## config.mk

```make
export PLATFORM = sky130hd
export DESIGN_NAME = instr_encoder
export DESIGN_NICKNAME = d
export VERILOG_FILES = /design/src/rtl/instr_encoder.sv
export SDC_FILE = /design/constraint.sdc
export NUM_CORES = 1
export LEC_CHECK = 0
export CORE_ASPECT_RATIO = 0.8
export CORE_MARGIN = 2
export CORE_UTILIZATION = 46
export CTS_BUF_LIST = sky130_fd_sc_hd__clkbuf_8
export CTS_CLUSTER_DIAMETER = 120
export DETAILED_ROUTE_END_ITERATION = 16
export PLACE_DENSITY = 0.89
export SYNTH_ARGS = -nofsm -noshare
export SYNTH_HDL_FRONTEND = slang
export SYNTH_SLANG_ARGS = --single-unit
```

## constraint.sdc

```tcl
create_clock -name clk -period 4.35 [get_ports clk]
set_input_delay 0.435 -clock clk [delete_from_list [all_inputs] [get_ports clk]]
set_output_delay 0.435 -clock clk [all_outputs]
set_load 0.01 [all_outputs]
```

## src/rtl/instr_encoder.sv

```systemverilog
// Immediate-format instruction encoder (I/S/B) behind a single-entry output register.
// Also counts accepted requests and requests whose immediate did not fit.
module instr_encoder #(
  parameter int CNT_W = 16
) (
  input  logic             clk,
  input  logic             rst_n,
  input  logic             in_valid,
  output logic             in_ready,
  input  logic [1:0]       ImmSrc,
  input  logic [6:0]       opcode,
  input  logic [2:0]       funct3,
  input  logic [4:0]       rd,
  input  logic [4:0]       rs1,
  input  logic [4:0]       rs2,
  input  logic [31:0]      imm,
  output logic             out_valid,
  input  logic             out_ready,
  output logic [31:0]      instr_out,
  output logic             imm_err,
  output logic [CNT_W-1:0] enc_count,
  output logic [7:0]       err_count,
  output logic             fsm_state
);

  // Handshake: a word moves on any rising edge where valid && ready on that side.
  // in_ready depends only on the output side, never on in_valid.

  typedef enum logic {EMPTY = 1'b0, FULL = 1'b1} state_t;

  state_t            state_q, state_d;
  logic [31:0]       instr_q;
  logic              err_q;
  logic [CNT_W-1:0]  enc_count_q;
  logic [7:0]        err_count_q;
  logic              accept;
  logic [31:0]       enc_word;
  logic              enc_err;
  logic              i_fit;
  logic              b_fit;

  assign out_valid = (state_q == FULL);
  assign in_ready  = !out_valid || out_ready;
  assign accept    = in_valid && in_ready;
  assign fsm_state = state_q;
  assign instr_out = instr_q;
  assign imm_err   = err_q;
  assign enc_count = enc_count_q;
  assign err_count = err_count_q;

  // Representable when all bits above the sign bit replicate it.
  assign i_fit = (&imm[31:11]) || !(|imm[31:11]);
  assign b_fit = (&imm[31:12]) || !(|imm[31:12]);

  always_comb begin
    enc_word = 32'h0;
    enc_err  = 1'b0;
    case (ImmSrc)
      2'b00: begin
        enc_word = {imm[11:0], rs1, funct3, rd, opcode};
        enc_err  = !i_fit;
      end
      2'b01: begin
        enc_word = {imm[11:5], rs2, rs1, funct3, imm[4:0], opcode};
        enc_err  = !i_fit;
      end
      2'b10: begin
        enc_word = {imm[12], imm[10:5], rs2, rs1, funct3, imm[4:1], imm[11], opcode};
        enc_err  = !b_fit || imm[0];
      end
      default: begin
        enc_word = 32'h0;
        enc_err  = 1'b1;
      end
    endcase
  end

  always_comb begin
    state_d = state_q;
    case (state_q)
      EMPTY: if (accept) state_d = FULL;
      FULL:  if (out_ready && !in_valid) state_d = EMPTY;
      default: state_d = EMPTY;
    endcase
  end

  always_ff @(posedge clk or negedge rst_n) begin
    if (!rst_n) begin
      state_q     <= EMPTY;
      instr_q     <= 32'h0;
      err_q       <= 1'b0;
      enc_count_q <= '0;
      err_count_q <= 8'h00;
    end else begin
      state_q <= state_d;
      if (accept) begin
        instr_q     <= enc_word;
        err_q       <= enc_err;
        enc_count_q <= enc_count_q + CNT_W'(1);
        if (enc_err && (err_count_q != 8'hFF)) err_count_q <= err_count_q + 8'd1;
      end
    end
  end

endmodule
```

; ---- After elaboration in Yosys (flattened, before gate mapping)
; Index checks and enable logic that the tools add are counted.
; Widths: inputs -> output; s select.
[word_totals]
ff_bits = 58
latch_bits = 0
mem_bits_rw = 0
rom_bits = 0
memories = 0
[op_classes]
add_sub_neg = 2
n_mul = 0
div_mod_pow = 0
order_cmp = 0
eq_ne = 3
shifts = 0
mux = 5
n_bitwise = 1
reduce_logical = 20
[op_table]
columns = operator, n
row1 = $pmux 32 s3, 1
row2 = $reduce_and 21->1, 1
row3 = $reduce_or 21->1, 1
row4 = $reduce_and 20->1, 1
row5 = $reduce_or 20->1, 1
row6 = $add 16x1->16 const B, 1
row7 = $add 8x1->8 const B, 1
row8 = $ne 8x8->1 const B, 1
row9 = $logic_not 1->1, 6
row10 = $logic_or 1x1->1, 4
row11 = $pmux 1 s2, 2
row12 = $logic_and 1x1->1, 3
row13 = $eq 2x1->1 const B, 1
row14 = $eq 2x2->1 const B, 1
row15 = $logic_not 2->1, 1
row16 = $mux 1, 2
row17 = $reduce_and 2->1, 1
row18 = $reduce_or 2->1, 1
row19 = $not 1->1, 1

; ---- Logic depth before layout (Yosys ltp)
; Gate-level depths: netlist (run 1).
[logic_depth]
ltp_word = 8
mapped_depth = 8
mapped_depth_nobuf = 6

; ---- Worst setup path after synthesis (run 1)
; Ideal clock, no wire load.
[synth_timing]
path_kind = input to register
start = input port imm[21]
end = register err_count_q[1] (netlist: err_count[1])
setup_time_ps = 125
arrival_ps = 1682
slack_ps = 2543
path_stages = 6
cell_sequence = nand4_1 or3_4 nor3_2 o22ai_4 nand3_4 mux2_4
[synth_via]
elab_chain_cells = 8
[synth_rtl]
columns = item, line_no
row1 = "start, declared", 16  ; input logic [31:0] imm,
row2 = $reduce_or 20->1, 53  ; assign b_fit = (&imm[31:12]) || !(|imm[31:12]);
row3 = $logic_not 1->1, 53
row4 = $logic_or 1x1->1, 53
row5 = $logic_not 1->1, 69  ; enc_err = !b_fit || imm[0];
row6 = $logic_or 1x1->1, 69
row7 = $pmux 1 s2 (*), 58  ; case (ImmSrc)
row8 = $logic_and 1x1->1 (*), 100  ; if (enc_err && (err_count_q != 8'hFF)) err_count_q <= err_count_q + 8'd1;
row9 = $reduce_and 2->1 (no line) (*), --
row10 = "end signal, assigned", 100
row11 = "end, declared", 35  ; logic [7:0] err_count_q;
; Mark *: on every way between the ends. The rest lies on a longest branch, timed or not.
; A chain may end at the register's enable or synchronous reset.

; ---- Final worst setup path (run 1)
[layout_timing]
start = input port ImmSrc[1]
end = register err_count_q[1] (netlist: err_count[1])
[layout_via]
elab_chain_cells = 5
[layout_rtl]
columns = item, line_no
row1 = "start, declared", 10  ; input logic [1:0] ImmSrc,
row2 = $eq 2x1->1 or $logic_not 2->1 (tied branches), 58
row3 = $reduce_or 2->1 (no line), --
row4 = $pmux 1 s2 (*), 58
row5 = $logic_and 1x1->1 (*), 100
row6 = $reduce_and 2->1 (no line) (*), --
; Marks and branches as above.

==> results of run 1 <==
[synth_stat cells, drive strengths merged]
| cell | n |
|---|---|
| a31oi | 2 |
| or2 | 2 |
| a41oi | 1 |
| a21oi | 17 |
| nor2 | 21 |
| ha | 2 |
| nand3 | 9 |
| dfrtp | 58 |
| o2bb2ai | 1 |
| o21ai | 10 |
| and2 | 2 |
| nand2b | 3 |
| or3 | 1 |
| nor4 | 5 |
| mux2i | 6 |
| clkbuf | 9 |
| nand2 | 24 |
| mux2 | 1 |
| nand4 | 11 |
| nor2b | 7 |
| o22ai | 1 |
| a22o | 21 |
| and4 | 1 |
| xor2 | 5 |
| inv | 4 |
| buf | 4 |
| nor3 | 4 |
| a221oi | 1 |
| and3 | 4 |
| xnor2 | 15 |
[layout make-up]
type,instances,share of cell area [%]
multi-input cells,177,28.0
flip-flops and latches,58,34.9
repair buffers,125,29.8
well taps,78,2.35
inverters,4,0.361
clock inverters,3,0.963
clock buffers,11,3.64
[final timing paths]
kind	slack, ps	startpoint	endpoint	depth (start not counted)
max	1940	ImmSrc[1]	err_count[1]	7
min	240	rst_n	err_count[1]	2
max in group asynchronous	3620	rst_n	instr_out[29]	2
min reg2reg	470	enc_count[15]	enc_count[15]	1
min in group clk	470	enc_count[15]	enc_count[15]	1
max reg2reg	2280	fsm_state	enc_count[15]	6
[flip-flops by register name, indices dropped and copies added (netlist names)]
register and count:
enc_count 16, err_count 8, fsm_state 1, imm_err 1, instr_out 32
[cells by family after synthesis]
logic type	after synthesis	share of synthesized area (%)
compound gates	54	14.4
fa+ha+maj	2	0.927
flops	58	53.8
buf+inv	17	3.11
mux	7	2.78
xor+xnor	20	6.49
simple gates	94	18.5
[per-layer routing]
layer  track usage, %  vias to the layer above  part of all wire [%]
met4             8.29                        0                   2.1
met3             7.62                       18                   6.4
li1                 -                     1142                     -
met2             37.7                       90                    49
met5                0                        -                     0
met1             29.5                     1140                    43
[critical path, cell delays in order]
cell             delay (ps)
clkdlybuf4s50_1         880
nor2b_4                 400
a21oi_4                  90
nor3_2                  230
o22ai_4                 160
nand3_4                 120
mux2_4                  300
[power by group through the flow]
stage / Clock (mW) / Combinational, mW / Sequential (mW)
floorplan: 0 / 0.156 / 0.764
global placement: 0 / 0.481 / 0.727
detailed placement: 0 / 0.498 / 0.733
CTS: 0.498 / 0.500 / 0.727
global route: 0.524 / 0.542 / 0.741
finish: 0.489 / 0.494 / 0.727
[cells in the final DEF, fill, tap and decap left out, drive strengths merged, types with 2 or more instances in the layout]
| cell type | n |
|---|---|
| nand4 | 11 |
| a21oi | 17 |
| mux2i | 6 |
| clkdlybuf4s50 | 121 |
| nand3 | 9 |
| nor4 | 5 |
| and2 | 2 |
| clkbuf | 11 |
| o21ai | 10 |
| clkinv | 2 |
| nor3 | 4 |
| a22o | 21 |
| nor2 | 21 |
| nand2b | 3 |
| and3 | 4 |
| ha | 2 |
| buf | 4 |
| xnor2 | 15 |
| nor2b | 7 |
| or2 | 2 |
| xor2 | 5 |
| inv | 4 |
| nand2 | 24 |
| a31oi | 2 |
| dfrtp | 58 |
[per-stage QoR]
step / std cells / total power [mW] / util, % / area, um^2
3_3_place_gp: 442 / 1.21 / 71.4 / 3970
2_1_floorplan: 252 / 0.920 / - / 2700
6_report: 456 / 1.71 / 74.8 / 4160
5_1_grt: 456 / 1.81 / 74.8 / 4160
3_5_place_dp: 442 / 1.23 / 71.4 / 3970
4_1_cts: 456 / 1.72 / 74.8 / 4160
==> summary.txt, run 1 <==
Logic synthesis
  – Ranking of synthesized cells by area: dfrtp_1 54%, a22o_1 6.8%, xnor2_1 4.9%
  – Count of cell types in the netlist: 39
  – Post-synth top area cell: dfrtp_1
  – Mapped Nets: 317
  – Sequential-to-total area share from yosys stat: 53.8%
  – Post-Syn Area: 2700 um^2
  – Syn. warnings: 0
  – Cells after synthesis: 252
  – Share of the synthesized area in the top cell type: 53.8%
  – Synthesis-stage register bit count: 58
  – Mean area per synthesized cell: 10.7 um^2

STA
  – Final Cycle Share: 55.3%
  – # setup viols final: 0
  – Post-route minimum period: 2410 ps
  – PnR worst setup slack: 1940 ps
  – Worst slew pin tran: 860 ps
  – Final setup TNS: 0 ps
  – Fmax: 415 MHz
  – Fin. max-slew vios: 0
  – Hold WS: 244 ps
  – Clock skew: 5.63 ps
  – Normalized max-slew margin: 42.5%
  – RSZ-0062 raised after global routing: no
  – Hold Vio Cnt, Final: 0

CTS
  – Post-CTS sizing: 0
  – Clock Tree Buf Depth: 2
  – Clock Latency Late Sink: 330 ps
  – CTS tree: done
  – CTS Hold Buffers Added: 0
  – Number of H-tree levels: 3
  – Clock Sinks: 58
  – Root Driver: clkbuf_8
  – Worst-path clk slew: 60 ps
  – Setup Buffers After CTS: 0
  – Cts bufs inserted: 9

Pwr
  – LEAKAGE: 1.76 nW
  – VDD IR-drop max: 0.000239 V
  – Sw Share: 28.4%
  – Logic pwr share: 28.9%
  – Clk network pwr share: 28.6%
  – Switch Pwr: 0.486 mW
  – Power per cell area: 411 nW/um^2
  – Reg power frac: 42.5%
  – Internal power: 1.22 mW

Job
  – # Max-Cap Violations: 0

Drt
  – DRT Pass-1 Iters: 4
  – Via count: 2,390
  – Iter 0 DRT Violations: 105
  – Vias per cell: 5.24
  – Final ANT Viol Nets: 0
  – WL/cell: 15.6 um
  – Routed WL: 7120 um
  – # DRC: 0

Finish
  – FILL cells: 395
  – Diodes inserted: 0
  – Fin nets: 440
  – Area growth from synthesis to layout: 54.1%
  – Reg area: 1450 um^2
  – Area of the multi-input gates: 1160 um^2
  – Share of layout cells above drive strength 1: 7.41%

Global routing
  – Largest net degree at the start of global routing: 59
  – Vias in the first global route: 2,444
  – Total track usage: 23.4%
  – GRT overflow: 0
  – First-pass GRT wire length: 11,600 um
  – Initial antenna violation count: 0

Die
  – Initial Util: 48.6%
  – Rows: 24
  – Die Span X: 89.6 um
  – Core footprint: 5560 um^2
  – Die area: 6500 um^2
  – DIE HEIGHT: 72.5 um
  – I/O pin count: 123

Place
  – GP Congestion: 0.808
  – Place WS: 1610 ps
  – Final HPWL from detailed placement: 5260 um
  – IO buf count: 122

Setup path
  – Critical path peak fanout: 19
  – CP Launch Type: input port
  – CP Data Required Time: 4570 ps
  – Crit path DAT: 2620 ps
  – Crit. End Element: register
  – CP Class: in2reg

Status
  – Status: completed

Worst hold path
  – HP Class: in2async
(Power assumes the default switching activity.)
==> inputs of run 2 (changes only) <==
Settings changed: CORE_UTILIZATION 46 to 39, PLACE_DENSITY 0.89 to 0.8.
Clock period 4.35 ns to 2 ns, I/O delays scaled along.
==> run 2 against run 1 <==
Effect of this change:
- total power is 120% higher
- final area is 2.7% higher
- sequential share of layout area fell by 0.92 points
- clock-buffer cell count down 1
- setup slack worse by 1800 ps
- routed wire length down 4.7%
- first-iteration DRC count down 8.6%
- hold slack improved by 180 ps
- global-route usage fell by 5.1 points
- die area grew 17%
- flip-flop and latch count unchanged
- largest cell class unchanged
- largest power group unchanged
==> summary.txt, run 2 (same netlist as run 1, synthesis figures left out) <==
Status
  – Status: completed

Global routing
  – Largest net degree at the start of global routing: 33 (-44%)
  – Initial antenna violation count: 0 (unchanged)
  – Vias in the first global route: 2,354 (-3.7%)
  – First-pass GRT wire length: 11,100 um (-4.4%)
  – Total track usage: 18.3% (-5.1 points)
  – GRT overflow: 0 (unchanged)

Pwr
  – Reg power frac: 42.4% (about the same)
  – LEAKAGE: 1.82 nW (+3.5%)
  – Internal power: 2.65 mW (+120%)
  – Sw Share: 29.0% (+0.52 points)
  – Clk network pwr share: 28.4% (-0.2 points)
  – Power per cell area: 875 nW/um^2 (+110%)
  – Power after layout: 3.74 mW (+120%)
  – Switch Pwr: 1.08 mW (+120%)
  – Logic pwr share: 29.2% (+0.3 points)
  – VDD IR-drop max: 0.000374 V (+56%)

Setup path
  – CP Data Required Time: 2210 ps (-2360 ps)
  – Critical path peak fanout: 5 (-14)
  – CP Launch Type: register
  – CP Class: reg2reg
  – R2R Path Start: err_count[0]
  – Setup slack, reg-to-reg: 160 ps (-2120 ps)
  – Crit path DAT: 2050 ps (-570 ps)
  – Crit path from: err_count[0]
  – Crit. End Element: register

STA
  – Fmax: 545 MHz
  – Fin. max-slew vios: 0 (unchanged)
  – Final Cycle Share: 91.8%
  – # setup viols final: 0 (unchanged)
  – Final setup TNS: 0 ps (unchanged)
  – Hold WS: 421 ps (+177 ps)
  – Clock skew: 8.60 ps (+2.97 ps)
  – Worst slew pin tran: 639 ps (-221 ps)
  – Hold Vio Cnt, Final: 0 (unchanged)
  – Normalized max-slew margin: 57.4% (+15 points)
  – RSZ-0062 raised after global routing: no
  – Post-route minimum period: 1840 ps

CTS
  – Clock Tree Buf Depth: 2 (unchanged)
  – Number of H-tree levels: 3 (unchanged)
  – Root Driver: clkbuf_8
  – Post-CTS sizing: 0 (unchanged)
  – Cts bufs inserted: 9 (unchanged)
  – Worst-path clk slew: 70 ps (about the same)
  – Clock Latency Late Sink: 330 ps (about the same)
  – CTS tree: done
  – Clock Sinks: 58 (unchanged)

Finish
  – Most common cell after layout, fill and taps aside: clkdlybuf4s50_1
  – Post-layout util: 62.9% (-12 points)
  – Number of flip-flops in the largest register: 32 (unchanged)
  – FILL cells: 556 (+41%)
  – Reg area: 1450 um^2 (unchanged)
  – Most frequent cells in the layout: 121 x clkdlybuf4s50_1, 58 x dfrtp_1, 24 x nand2_1, 21 x nor2_1, 21 x a22o_1
  – Share of layout cells above drive strength 1: 9.97% (+2.6 points)
  – Fin nets: 451 (+2.5%)
  – Layout Cells excl Fill: 478 (+4.8%)
  – Area growth from synthesis to layout: 58.2%
  – Area of the multi-input gates: 1160 um^2 (unchanged)
  – Diodes inserted: 0 (unchanged)

Drt
  – Via count: 2,381 (-0.38%)
  – Final ANT Viol Nets: 0 (unchanged)
  – # DRC: 0 (unchanged)
  – Routed WL: 6780 um (-4.7%)
  – Vias per cell: 4.98 (-5.0%)
  – DRT Pass-1 Iters: 4 (unchanged)
  – WL/cell: 14.2 um (-9.1%)
  – Iter 0 DRT Violations: 96 (-8.6%)

Die
  – I/O pin count: 123 (unchanged)
  – Initial Util: 39.7% (-8.8 points)
  – Die area: 7610 um^2 (+17%)
  – Rows: 27 (+13%)
  – Die Span X: 97.0 um (+8.2%)
  – DIE HEIGHT: 78.4 um (+8.1%)
  – Core footprint: 6790 um^2 (+22%)

Place
  – IO buf count: 122 (unchanged)
  – Final HPWL from detailed placement: 5150 um (-2.1%)
  – GP Congestion: 0.769 (-4.8%)
  – Post-Place Cells: 461 (+4.3%)

Job
  – # Max-Cap Violations: 0 (unchanged)

Worst hold path
  – HP Class: in2async
[run 2: cell count changes in the layout (fill, tap and decap cells not counted), sizes merged]
cell / delta
buf: +10
clkinv: +2
clkbuf: -1
dlygate4sd3: +1
inv: +1
[run 2: final cells by class]
cell class	count	area share, %
Clock buffer	10	3.22
Tap cell	87	2.55
Inverter	4	0.352
Clock inverter	6	1.35
Multi-Input combinational cell	177	27.2
Sequential cell	58	34.0
Timing Repair Buffer	136	31.3
[run 2: per-layer routing]
metal  GRT usage (%)  wire, um
met5               0         0
met4            6.48        39
met3            6.59       448
met2            30.4      3350
met1            22.1      2950
[run 2: path summary, 6_finish.rpt]
path                                      end  cells after the start
worst max-delay path             err_count[1]                      6
worst min-delay path             err_count[3]                      2
worst max register to register   err_count[1]                      6
worst min register to register  enc_count[15]                      1
max in group asynchronous        instr_out[1]                      3
min in group clk                enc_count[15]                      1
[run 2: timing repair]
action,4_1_cts,5_1_grt
buffers inserted,0,0
hold endpoints to repair,26,0
hold buffers,1,0
[run 2: worst max-delay path: stages (launching register included)]
cell and delay [ps]:
dfrtp_1 410, ha_1 200, and3_1 180, and3_1 240, nand3_1 230, nand3_4 160, mux2_4 300
[run 2: power by group through the flow]
stage | registers, mW | logic, mW | clock network (mW)
final | 1.58 | 1.09 | 1.06
after global routing | 1.61 | 1.17 | 1.15
after CTS | 1.58 | 1.11 | 1.10
after detailed placement | 1.60 | 1.10 | 0
after global placement | 1.59 | 1.06 | 0
after floorplan | 1.66 | 0.340 | 0
[run 2: metrics by stage]
step	setup slack (ps)	instance area, um^2
3_3_place_gp	-83.9	4070
2_1_floorplan	267	2700
5_1_grt	28.1	4270
6_report	165	4270
3_5_place_dp	-124	4070
4_1_cts	148	4270
